==> config.mk <==
export PLATFORM = sky130hd
export DESIGN_NAME = mem_write_dmux
export DESIGN_NICKNAME = d
export VERILOG_FILES = /design/src/rtl/mem_write_dmux.sv
export SDC_FILE = /design/constraint.sdc
export NUM_CORES = 1
export LEC_CHECK = 0
export ABC_AREA = 1
export ABC_CLOCK_PERIOD_IN_PS = 1270
export CORE_MARGIN = 5
export CORE_UTILIZATION = 55
export DETAILED_ROUTE_END_ITERATION = 7
export DONT_BUFFER_PORTS = 1
export PLACE_DENSITY = 0.73
export SLEW_MARGIN = 20
export SYNTH_ARGS = -nofsm -noshare
export SYNTH_HDL_FRONTEND = slang
export SYNTH_SLANG_ARGS = --single-unit
export TNS_END_PERCENT = 10
==> constraint.sdc <==
create_clock -name clk -period 1.27 [get_ports clk]
set_clock_uncertainty 0.2 [all_clocks]
set_input_delay 0.254 -clock clk [delete_from_list [all_inputs] [get_ports clk]]
set_output_delay 0.254 -clock clk [all_outputs]
set_load 0.01 [all_outputs]
==> src/rtl/mem_write_dmux.sv <==
// mem_write_dmux: registered write demultiplexer for the Hack memory map.
// Routes one CPU data-memory write per cycle to RAM or SCREEN through a
// one-entry holding stage. Writes at or above the keyboard address are
// consumed, dropped and reported through err_pulse / err_count.
//
// Optional feature macro: MEM_WRITE_DMUX_ERRCNT_EN
//   defined   : err_count is an 8-bit saturating illegal-write counter
//   undefined : no counter register, err_count tied to 0
//
// Ports:
//   clk, reset                      clock, async active-high reset
//   in_valid/in_ready               write request handshake
//   in_addr[14:0], in_data          Hack word address and write data
//   ram_valid/ram_ready             RAM sink handshake
//   ram_addr[13:0], ram_data        RAM write address/data
//   scr_valid/scr_ready             SCREEN sink handshake
//   scr_addr[12:0], scr_data        SCREEN offset address/data
//   err_pulse                       one-cycle pulse per dropped illegal write
//   err_count[7:0]                  saturating illegal-write count
module mem_write_dmux #(
    parameter int unsigned DATA_W      = 16,
    parameter int unsigned SCREEN_BASE = 16384,
    parameter int unsigned KBD_ADDR    = 24576
) (
    input  logic              clk,
    input  logic              reset,
    input  logic              in_valid,
    output logic              in_ready,
    input  logic [14:0]       in_addr,
    input  logic [DATA_W-1:0] in_data,
    output logic              ram_valid,
    input  logic              ram_ready,
    output logic [13:0]       ram_addr,
    output logic [DATA_W-1:0] ram_data,
    output logic              scr_valid,
    input  logic              scr_ready,
    output logic [12:0]       scr_addr,
    output logic [DATA_W-1:0] scr_data,
    output logic              err_pulse,
    output logic [7:0]        err_count
);

    localparam int unsigned ADDR_W = 15;
    localparam int unsigned RAM_AW = 14;
    localparam int unsigned SCR_AW = 13;
    localparam int unsigned CNT_W  = 8;

    typedef enum logic {S_IDLE = 1'b0, S_HOLD = 1'b1} state_t;
    typedef enum logic {T_RAM = 1'b0, T_SCR = 1'b1} target_t;

    state_t              r_state;
    state_t              w_state_nxt;
    target_t             r_target;
    logic [RAM_AW-1:0]   r_ram_addr;
    logic [SCR_AW-1:0]   r_scr_addr;
    logic [DATA_W-1:0]   r_data;
    logic                r_err_pulse;

    logic w_sel_ready;
    logic w_drain;
    logic w_in_ready;
    logic w_accept;
    logic w_illegal;
    logic w_is_scr;
    logic w_load;
    logic w_err;

    // Handshake and address decode; in_ready depends only on sink readies
    always_comb begin
        w_sel_ready = (r_target == T_SCR) ? scr_ready : ram_ready;
        w_drain     = (r_state == S_HOLD) && w_sel_ready;
        w_in_ready  = (r_state == S_IDLE) || w_sel_ready;
        w_accept    = in_valid && w_in_ready;
        w_illegal   = (in_addr >= ADDR_W'(KBD_ADDR));
        w_is_scr    = (in_addr >= ADDR_W'(SCREEN_BASE));
        w_load      = w_accept && !w_illegal;
        w_err       = w_accept && w_illegal;
    end

    // Next state: a legal accept (re)fills the holder, a bare drain empties it
    always_comb begin
        w_state_nxt = r_state;
        case (r_state)
            S_IDLE: begin
                if (w_load) w_state_nxt = S_HOLD;
            end
            S_HOLD: begin
                if (w_load)       w_state_nxt = S_HOLD;
                else if (w_drain) w_state_nxt = S_IDLE;
            end
            default: w_state_nxt = S_IDLE;
        endcase
    end

    // State register
    always_ff @(posedge clk or posedge reset) begin
        if (reset) r_state <= S_IDLE;
        else       r_state <= w_state_nxt;
    end

    // Holding register: loaded only on legal accepts, otherwise stable
    always_ff @(posedge clk or posedge reset) begin
        if (reset) begin
            r_target   <= T_RAM;
            r_ram_addr <= '0;
            r_scr_addr <= '0;
            r_data     <= '0;
        end else if (w_load) begin
            r_target   <= w_is_scr ? T_SCR : T_RAM;
            r_ram_addr <= in_addr[RAM_AW-1:0];
            r_scr_addr <= SCR_AW'(in_addr - ADDR_W'(SCREEN_BASE));
            r_data     <= in_data;
        end
    end

    // Error pulse for each consumed illegal write
    always_ff @(posedge clk or posedge reset) begin
        if (reset) r_err_pulse <= 1'b0;
        else       r_err_pulse <= w_err;
    end

`ifdef MEM_WRITE_DMUX_ERRCNT_EN
    logic [CNT_W-1:0] r_err_count;

    // Saturating illegal-write counter
    always_ff @(posedge clk or posedge reset) begin
        if (reset) begin
            r_err_count <= '0;
        end else if (w_err && (r_err_count != {CNT_W{1'b1}})) begin
            r_err_count <= r_err_count + CNT_W'(1);
        end
    end

    assign err_count = r_err_count;
`else
    assign err_count = CNT_W'(0);
`endif

    assign in_ready  = w_in_ready;
    assign ram_valid = (r_state == S_HOLD) && (r_target == T_RAM);
    assign scr_valid = (r_state == S_HOLD) && (r_target == T_SCR);
    assign ram_addr  = r_ram_addr;
    assign scr_addr  = r_scr_addr;
    assign ram_data  = r_data;
    assign scr_data  = r_data;
    assign err_pulse = r_err_pulse;

endmodule

[Word level (Yosys, flattened, before mapping)]
Index checks and enable logic that the tools add are counted.
Word-level totals
  logic and storage cells: 25
  input bits: 36
  output and inout bits: 71
  register bits after elaboration: 46
Operators by class
  mux-type cells: 6
  order comparisons: 2
  bitwise logic cells: 2
  reductions and logical operators: 8
  add/subtract/negate cells: 1
Operators with widths (count)
  $ge A15 B15 Y1 const B: 2
  $sub A13 B1 Y13 const B: 1
  $logic_and A1 B1 Y1: 6
  $mux W1: 5
  $not A1 Y1: 2
  $pmux W1 S2: 1
  $logic_not A1 Y1: 1
  $logic_or A1 B1 Y1: 1

[Logic depth before layout (Yosys ltp)]
Gate-level depths: netlist (run 1).
  word-level depth: 6
  gate-level depth with buffers: 7
  mapped depth without buffers: 6

[Worst setup path before layout (run 1)]
Ideal clock, no wire load.
  kind: flip-flop to output port
  start point: register r_target
  end point: output in_ready
  setup slack: -0.018 ns
  arrival: 0.834 ns
  path buffers: 1
  stages on the path, launching flop included: 4
  data required time: 0.816 ns
  cell sequence: dfrtp_1 > nand2_1 > nand3_2 > buf_4
Between the ends
  longest elaborated chain between the ends: 2
Ends and longest elaborated chain
  start, declared: RTL line 53  | target_t r_target;
  start signal, assigned: RTL line 109  | r_target <= w_is_scr ? T_SCR : T_RAM;
  $mux W1: RTL line 70  | w_sel_ready = (r_target == T_SCR) ? scr_ready : ram_ready;
  $logic_or A1 B1 Y1: RTL line 72  | w_in_ready = (r_state == S_IDLE) || w_sel_ready;
  end, declared: RTL line 28  | output logic in_ready,
No other way between the ends.

[Worst setup path in the final report (run 1)]
Ends and elaborated chain as after synthesis.

==> reports/metrics.sh, run 1 <==
POST-ROUTE-DRC-COUNT=0
FAILED_CHECKS='negative hold slack, negative setup slack'
FIRST_GLOBAL_VIAS=1267
CRIT_PATH_CELL_TRACE='inv_2 > nand2_2 > nand3_4 > buf_12'
DRT_PRE_ANTENNA_ITERS=4
ROUTED_WL_MM=3.87
FP.COREAREA_UM2=3000
FLOORPLAN.INITIALDENSITY_PCT=56.1
YS_TOP_CELLS_BY_AREA='sky130_fd_sc_hd__dfrtp_1, sky130_fd_sc_hd__buf_4, sky130_fd_sc_hd__nand2_1'
FINAL_MAX_SLEW_VIOL_COUNT=0
CTS_TREE='done'
AVGVIACOUNTPERCELL=5.69
HOLD_VIOL=32
ANTENNA_FOUND_INITIAL=0
CTS_INSERTED_BUFFERS=5
CP_NUM_BUF_INV=2
NUMPORTBUFFERS=0
WORST_PATH_MAX_DELAY_CELL='sky130_fd_sc_hd__dfrtp_1'
SEQ_AREA_UM2=862
OUTCOME='finished, violations left'
END_KIND='output port'
SYNTH_SEQ_AREA_SHARE_PCT=49.0
ROWS=20
PATH_DELAY_FAMILY='flip-flops'
FINALSETUPVIOLATIONS=36
AVGROUTEDWIREPERCELL_UM=17.5
NUMBER_OF_DRC_VIOLATIONS_AFTER_DETAILED_ROUTING_ITERATION_0=92
TIMING.CRITICAL_PATH.FANOUT_MAX=7
YS_SEQ_ELEMENTS=33
PROPORTION_OF_SYNTHESIZED_FLIP_FLOPS_HAVING_ASYNCHRONOUS_SET_OR_RESET_PCT=100
POSTLAYOUTSETUPSLACKWORST_PS=-272
SYNTH.LIB_CELLS_USED.DISTINCT=15
TOTAL_GLOBAL_ROUTING_TRACK_UTILIZATION_PCT=19.4
SYNTH_TOP_AREA_SHARE_PCT=49.0
SYNTHMOSTINSTANTIATEDCELL='sky130_fd_sc_hd__nand2_1'
LAYOUT-AREA-OVERHEAD-VS-SYNTH_PCT=11.6
FMAX_GHz=0.648
START_KIND='register'
MIN_PERIOD_PS=1540
GRT_SETUP_UNREPAIRED='yes'
FIN_HOLD_WS_PS=-129
CTS.ROOT.BUFFER_CELL='sky130_fd_sc_hd__clkbuf_4'
SYNTHESIS.YOSYS.WARNINGS=0
HOLD_PATH.CLASS='in2reg'
CRITPATHARRIVALTIME_PS=1090
SYNTHESIS.AREA_PER_INSTANCE_UM2=8.82
CLOCK_LATENCY_PS=320
SYN-INSTANCE-COUNT=191
POWER_DENSITY_OVER_CELL_AREA_nW_PER_UM2=1990
DIE_WIDTH_UM=65.4
DETAILED_PLACE.AREA_UM2=1490
PATH_CLK_SLEW_PS=100
FP.DIEAREA_UM2=4270
POST_SYNTH_EDFFS=0
DP_HPWL_MM=2.45
NUM_VIAS=1258
NETLIST_TOP_CELLS_COUNT='sky130_fd_sc_hd__nand2_1, sky130_fd_sc_hd__buf_4, sky130_fd_sc_hd__dfrtp_1'
FINAL_LAYOUT_SIZE_SUFFIX_GT1_SHARE_PCT=28.2
FIN_NETS=223
MAXCAPVIOLCOUNT=0
GRT.OVERFLOW.TOTAL=0
CTS_BUFFER_DEPTH=2
FILLER_CELL_COUNT=259
DIODES=0
CRITICAL_PATH.MAX_STAGE_DELAY_PS=410
IO_PINS=107
CLOCK_SINK_COUNT=33
ROUTE.ANTENNA.REMAINING_NETS=0
WORST-SETUP-PATH-TYPE='reg2out'
CRITICAL_PATH_REQUIRED_PS=820
SYNTH.CELL_AREA_UM2=1690
DESIGN_AREA_UM2=1880
POST-ROUTE-UTIL_PCT=62.6
GRT_FIRST_PASS_WIRELENGTH_MM=6.21
SYNTH_AREA_LEADER_CELL='sky130_fd_sc_hd__dfrtp_1'
FINAL.PERIOD_UTILIZATION_PCT=121
HTREEDEPTH=2
MAX-VDD-IR-DROP_mV=0.850
DOMINANTREGCELLSYNTH='sky130_fd_sc_hd__dfrtp_1'
PIN_COUNT_OF_THE_BIGGEST_NET_ENTERING_GLOBAL_ROUTING=34
TOTAL_AREA_OF_MULTI_INPUT_COMBINATIONAL_CELLS_UM2=534
DIE-HEIGHT_UM=65.4
TOTAL_LEAKAGE_POWER_nW=0.930
GP_WEIGHTED_CONGESTION=0.679
==> worst register-to-register path: stages, from the launching register on <==
cell and delay (ps):
sky130_fd_sc_hd__dfrtp_1 410, sky130_fd_sc_hd__inv_2 50, sky130_fd_sc_hd__nand2_2 80, sky130_fd_sc_hd__nand3_4 80, sky130_fd_sc_hd__buf_4 160, sky130_fd_sc_hd__bufbuf_16 270
sky130_fd_sc_hd__nand4_1 80, sky130_fd_sc_hd__nand2_1 60
==> worst paths after layout <==
path,startpoint,slack (ps),end,depth (start not counted)
min,in_data[9],-130,ram_data[9]$_DFFE_PP0P_,2
max in group asynchronous,reset,470,ram_data[2]$_DFFE_PP0P_,3
max reg2reg,r_target$_DFFE_PP0P_,-220,scr_addr[11]$_DFFE_PP0P_,7
max,r_target$_DFFE_PP0P_,-270,in_ready,4
min in group asynchronous,reset,210,ram_data[10]$_DFFE_PP0P_,3
min reg2reg,ram_addr[13]$_DFFE_PP0P_,370,ram_addr[13]$_DFFE_PP0P_,2
==> layout by cell type, fill, tap and decap left out, types with 2 or more instances in the layout <==
cell,instances
sky130_fd_sc_hd__dlygate4sd3_1,19
sky130_fd_sc_hd__dfrtp_2,29
sky130_fd_sc_hd__nand4_1,31
sky130_fd_sc_hd__bufbuf_16,2
sky130_fd_sc_hd__inv_1,3
sky130_fd_sc_hd__nand2_1,66
sky130_fd_sc_hd__dfrtp_1,4
sky130_fd_sc_hd__clkbuf_1,3
sky130_fd_sc_hd__buf_12,3
sky130_fd_sc_hd__buf_4,7
sky130_fd_sc_hd__nand3_4,2
sky130_fd_sc_hd__clkbuf_4,5
sky130_fd_sc_hd__conb_1,8
sky130_fd_sc_hd__nand2_2,2
==> sequential cells by signal, indices dropped and copies added (netlist names) <==
| register | count |
|---|---|
| ram_addr | 5 |
| ram_data | 16 |
| r_target | 1 |
| err_pulse | 1 |
| r_state | 1 |
| scr_addr | 9 |
==> report_power, final <==
part           switching [mW]  internal (mW)
registers               0.675           1.46
logic                   0.523          0.549
clock network           0.318          0.221
total                    1.52           2.23
==> logic make-up after synthesis <==
| logic type | Yosys count | share of synthesized area (%) |
|---|---|---|
| other cells | 1 | 0.223 |
| buf+inv | 54 | 22.0 |
| simple gates | 103 | 28.7 |
| flops | 33 | 49.0 |
==> routing by layer <==
metal	share of wire (%)	track usage [%]	up-vias
met5	0	0	-
met4	0.98	6.74	0
met3	10	7.35	8
met2	52	34.8	70
met1	37	20.7	606
li1	-	-	574
==> through the flow <==
stage          hold slack [ps]  worst slack, ps  TNS (ps)  std cells  power (mW)
2_1_floorplan              183            0.539         0        198        3.04
3_3_place_gp             -1.56            -62.1     -1220        189        2.76
3_5_place_dp              8.64             -144     -3120        189        2.81
6_report                  -129             -272     -6340        221        3.74
4_1_cts                   -165             -298     -6850        219        3.72
5_1_grt                   -164             -353     -9590        221        4.03
==> what timing repair did <==
| action | 4_1_cts | 5_1_grt |
|---|---|---|
| pin swaps | 1 | 2 |
| endpoints found under the setup margin | 47 | 94 |
| hold buffers | 17 | 2 |
| hold endpoints to repair | 65 | 32 |
| buffers inserted | 3 | 0 |
| gates cloned | 2 | 0 |
| resized for setup | 14 | 23 |
==> layout make-up <==
type                       count  share of cell area [%]
timing repair buffer          32                    20.2
inverter                       4                   0.798
sequential                    33                    45.8
tap                           33                    2.20
clock buffer                   8                    2.59
multi-input combinational    111                    28.4
Note: power is estimated with default switching activity, not from simulation.
==> inputs of run 2 (changes only) <==
Settings changed: CTS_CLUSTER_SIZE set to 24.
==> results of run 2 <==
Final layout, timing and power as in run 1 (identical DEF).
==> inputs of run 3 (changes only) <==
--- a/constraint.sdc
+++ b/constraint.sdc
@@ -3,3 +3,3 @@
 set_input_delay 0.254 -clock clk [delete_from_list [all_inputs] [get_ports clk]]
 set_output_delay 0.254 -clock clk [all_outputs]
-set_load 0.01 [all_outputs]
+set_load 0.02 [all_outputs]
==> run 3 against run 2 <==
Compared with the run above: the flow still finishes with violations (negative hold slack, negative setup slack); sequential power is 23% higher; critical path depth shrank 1; cell count is 0.45% lower; combinational power hardly changed; via count fell by 3.3%; critical endpoint is now ram_valid.
==> reports/metrics.sh, run 3 (same netlist as run 1, synthesis figures left out) <==
OUTCOME='finished, violations left'  # unchanged
FAILED_CHECKS='negative hold slack, negative setup slack'  # unchanged
CTS_INSERTED_BUFFERS=5  # unchanged
DRT_PRE_ANTENNA_ITERS=4  # unchanged
FIN_NETS=223  # unchanged
TOTAL_GLOBAL_ROUTING_TRACK_UTILIZATION_PCT=19.2  # was 19.4%
FLOORPLAN.INITIALDENSITY_PCT=56.1  # unchanged
NUMPORTBUFFERS=0  # unchanged
WL_MET3_UM=416  # was 388 um
ROUTE.ANTENNA.REMAINING_NETS=0  # unchanged
POST-ROUTE-DRC-COUNT=0  # unchanged
FP.COREAREA_UM2=3000  # unchanged
GRT_FIRST_PASS_WIRELENGTH_MM=6.11  # was 6.21 mm
CLOCK_SINK_COUNT=33  # unchanged
SHARE_CLK_OF_TOTAL_POWER_PCT=13.9  # was 14.4%
TIMING.CRITICAL_PATH.FANOUT_MAX=3  # was 7
POWER_DENSITY_OVER_CELL_AREA_nW_PER_UM2=2310  # was 1990 nW/um2
TOTAL_LEAKAGE_POWER_nW=0.908  # was 0.930 nW
CTS_BUFFER_DEPTH=2  # unchanged
CTS_TREE='done'  # unchanged
PWR-SHARE-SEQ_PCT=61.4  # was 57.0%
MIN_PERIOD_PS=1580  # was 1540 ps
LAYOUT-AREA-OVERHEAD-VS-SYNTH_PCT=9.65  # was 11.6%
START_KIND='register'  # unchanged
SHARE_COMB_OF_TOTAL_POWER_PCT=24.7  # was 28.6%
MOSTFREQUENTLAYOUTCELLS='sky130_fd_sc_hd__nand2_1, sky130_fd_sc_hd__nand4_1, sky130_fd_sc_hd__dfrtp_2'  # unchanged
ROUTED_WL_MM=3.80  # was 3.87 mm
FMAX_GHz=0.635  # was 0.648 GHz
CTS.ROOT.BUFFER_CELL='sky130_fd_sc_hd__clkbuf_4'  # unchanged
TOTAL_SWITCHING_POWER_mW=2.05  # was 1.52 mW
AVGROUTEDWIREPERCELL_UM=17.3  # was 17.5 um
TOP_SIG_LAYER='met4'  # unchanged
HOLD_VIOL=32  # unchanged
WL_MET2_MM=2.03  # was 2.02 mm
GRT.OVERFLOW.TOTAL=0  # unchanged
FINALSETUPVIOLATIONS=94  # was 36
MAXCAPVIOLCOUNT=0  # unchanged
DIE-HEIGHT_UM=65.4  # unchanged
PIN_COUNT_OF_THE_BIGGEST_NET_ENTERING_GLOBAL_ROUTING=34  # unchanged
POST-PLACE-WS_PS=-118  # was -144 ps
SWITCHING_SHARE_PCT=48.1  # was 40.5%
FIN_HOLD_WS_PS=-145  # was -129 ps
AVGVIACOUNTPERCELL=5.53  # was 5.69
IO_PINS=107  # unchanged
FINAL_MAX_SLEW_VIOL_COUNT=0  # unchanged
ROWS=20  # unchanged
POSTLAYOUTSETUPSLACKWORST_PS=-306  # was -272 ps
DIE_WIDTH_UM=65.4  # unchanged
MAX-VDD-IR-DROP_mV=1.30  # was 0.850 mV
FIRST_GLOBAL_VIAS=1269  # was 1267
CRITPATHARRIVALTIME_PS=1120  # was 1090 ps
CELL_INTERNAL_PWR_mW=2.21  # was 2.23 mW
NUMBER_OF_DRC_VIOLATIONS_AFTER_DETAILED_ROUTING_ITERATION_0=69  # was 92
CLOCK_LATENCY_PS=330  # was 320 ps
FINAL_LAYOUT_SIZE_SUFFIX_GT1_SHARE_PCT=32.1  # was 28.2%
DIODES=0  # unchanged
END_KIND='output port'  # unchanged
PATH_CLK_SLEW_PS=90  # was 100 ps
DP_HPWL_MM=2.42  # was 2.45 mm
FILLER_CELL_COUNT=261  # was 259
ANTENNA_FOUND_INITIAL=0  # unchanged
CTS_HOLD_BUFFERS=17  # unchanged
WORST-SETUP-PATH-TYPE='reg2out'  # unchanged
GRT_SETUP_UNREPAIRED='yes'  # unchanged
FLIP_FLOP_COUNT_OF_THE_LARGEST_REGISTER_AFTER_LAYOUT=16  # unchanged
FP.DIEAREA_UM2=4270  # unchanged
GP_WEIGHTED_CONGESTION=0.703  # was 0.679
CRITICAL_PATH_REQUIRED_PS=820  # about the same
TNS_PS=-7100  # was -6340 ps
NUM_VIAS=1216  # was 1258
FINAL.PERIOD_UTILIZATION_PCT=124  # was 121%
HTREEDEPTH=2  # unchanged
FINAL_COMMON_CELL='sky130_fd_sc_hd__nand2_1'  # unchanged
M1WIRELENGTH_MM=1.31  # was 1.42 mm
HOLD_PATH.CLASS='in2reg'  # unchanged
==> run 3: changes by cell type in the layout (fill, tap and decap cells not counted), moves of 2 or more <==
cell,change
sky130_fd_sc_hd__dfrtp_1,-2
sky130_fd_sc_hd__inv_2,+2
sky130_fd_sc_hd__buf_8,+2
sky130_fd_sc_hd__buf_6,+3
sky130_fd_sc_hd__buf_12,-3
sky130_fd_sc_hd__dlygate4sd3_1,-2
sky130_fd_sc_hd__clkbuf_1,-2
sky130_fd_sc_hd__dfrtp_2,+2
sky130_fd_sc_hd__inv_1,-2
==> run 3: power groups by stage <==
stage	clock network, mW	registers (mW)	logic, mW
after floorplan	0	2.07	1.51
after global placement	0	2.56	0.721
after detailed placement	0	2.57	0.767
after CTS	0.608	2.62	1.04
after global routing	0.675	2.68	1.18
final	0.594	2.62	1.05
==> run 3: final timing paths <==
path | startpoint | end | slack, ps | depth (start not counted)
setup reg to reg | r_target$_DFFE_PP0P_ | scr_addr[9]$_DFFE_PP0P_ | -210 | 7
hold / removal | in_valid | err_pulse$_DFF_PP0_ | -140 | 2
max in group asynchronous | reset | ram_data[0]$_DFFE_PP0P_ | 470 | 3
hold reg to reg | ram_addr[13]$_DFFE_PP0P_ | ram_addr[13]$_DFFE_PP0P_ | 390 | 2
setup / recovery | r_target$_DFFE_PP0P_ | ram_valid | -310 | 3
min in group asynchronous | reset | scr_addr[4]$_DFFE_PP0P_ | 200 | 3
==> run 3: timing repair <==
action	CTS	global route
setup endpoints to repair	95	96
setup buffers	3	0
cloned	1	0
hold endpoints to repair	65	32
resized for setup	42	2
pin swaps	1	0
==> run 3: layout make-up <==
type                       count  area (um2)  area share (%)
multi-input combinational    111         534            28.9
tap                           33        41.3            2.23
timing repair buffer          32         338            18.3
inverter                       4        15.0           0.812
clock buffer                   7        55.1            2.98
sequential                    33         865            46.8
==> run 3: through the flow <==
stage / instance area [um2] / std cells / power (mW) / utilization, %
after floorplan: 1730 / 198 / 3.58 / -
after global placement: 1490 / 192 / 3.28 / 49.6
after detailed placement: 1490 / 192 / 3.34 / 49.6
after CTS: 1850 / 220 / 4.28 / 61.5
after global routing: 1850 / 220 / 4.54 / 61.5
final: 1850 / 220 / 4.26 / 61.5
==> run 3: worst max-delay path: stages (launching register included) <==
cell	delay [ps]
sky130_fd_sc_hd__dfrtp_1	440
sky130_fd_sc_hd__buf_6	150
sky130_fd_sc_hd__nor2_4	80
sky130_fd_sc_hd__buf_6	120
==> run 3: layer usage <==
layer  GRT usage (%)  vias to the layer above
li1                -                      568
met1            19.9                      581
met2            35.0                       61
met3            8.03                        6
met4            5.44                        0
met5               0                        -
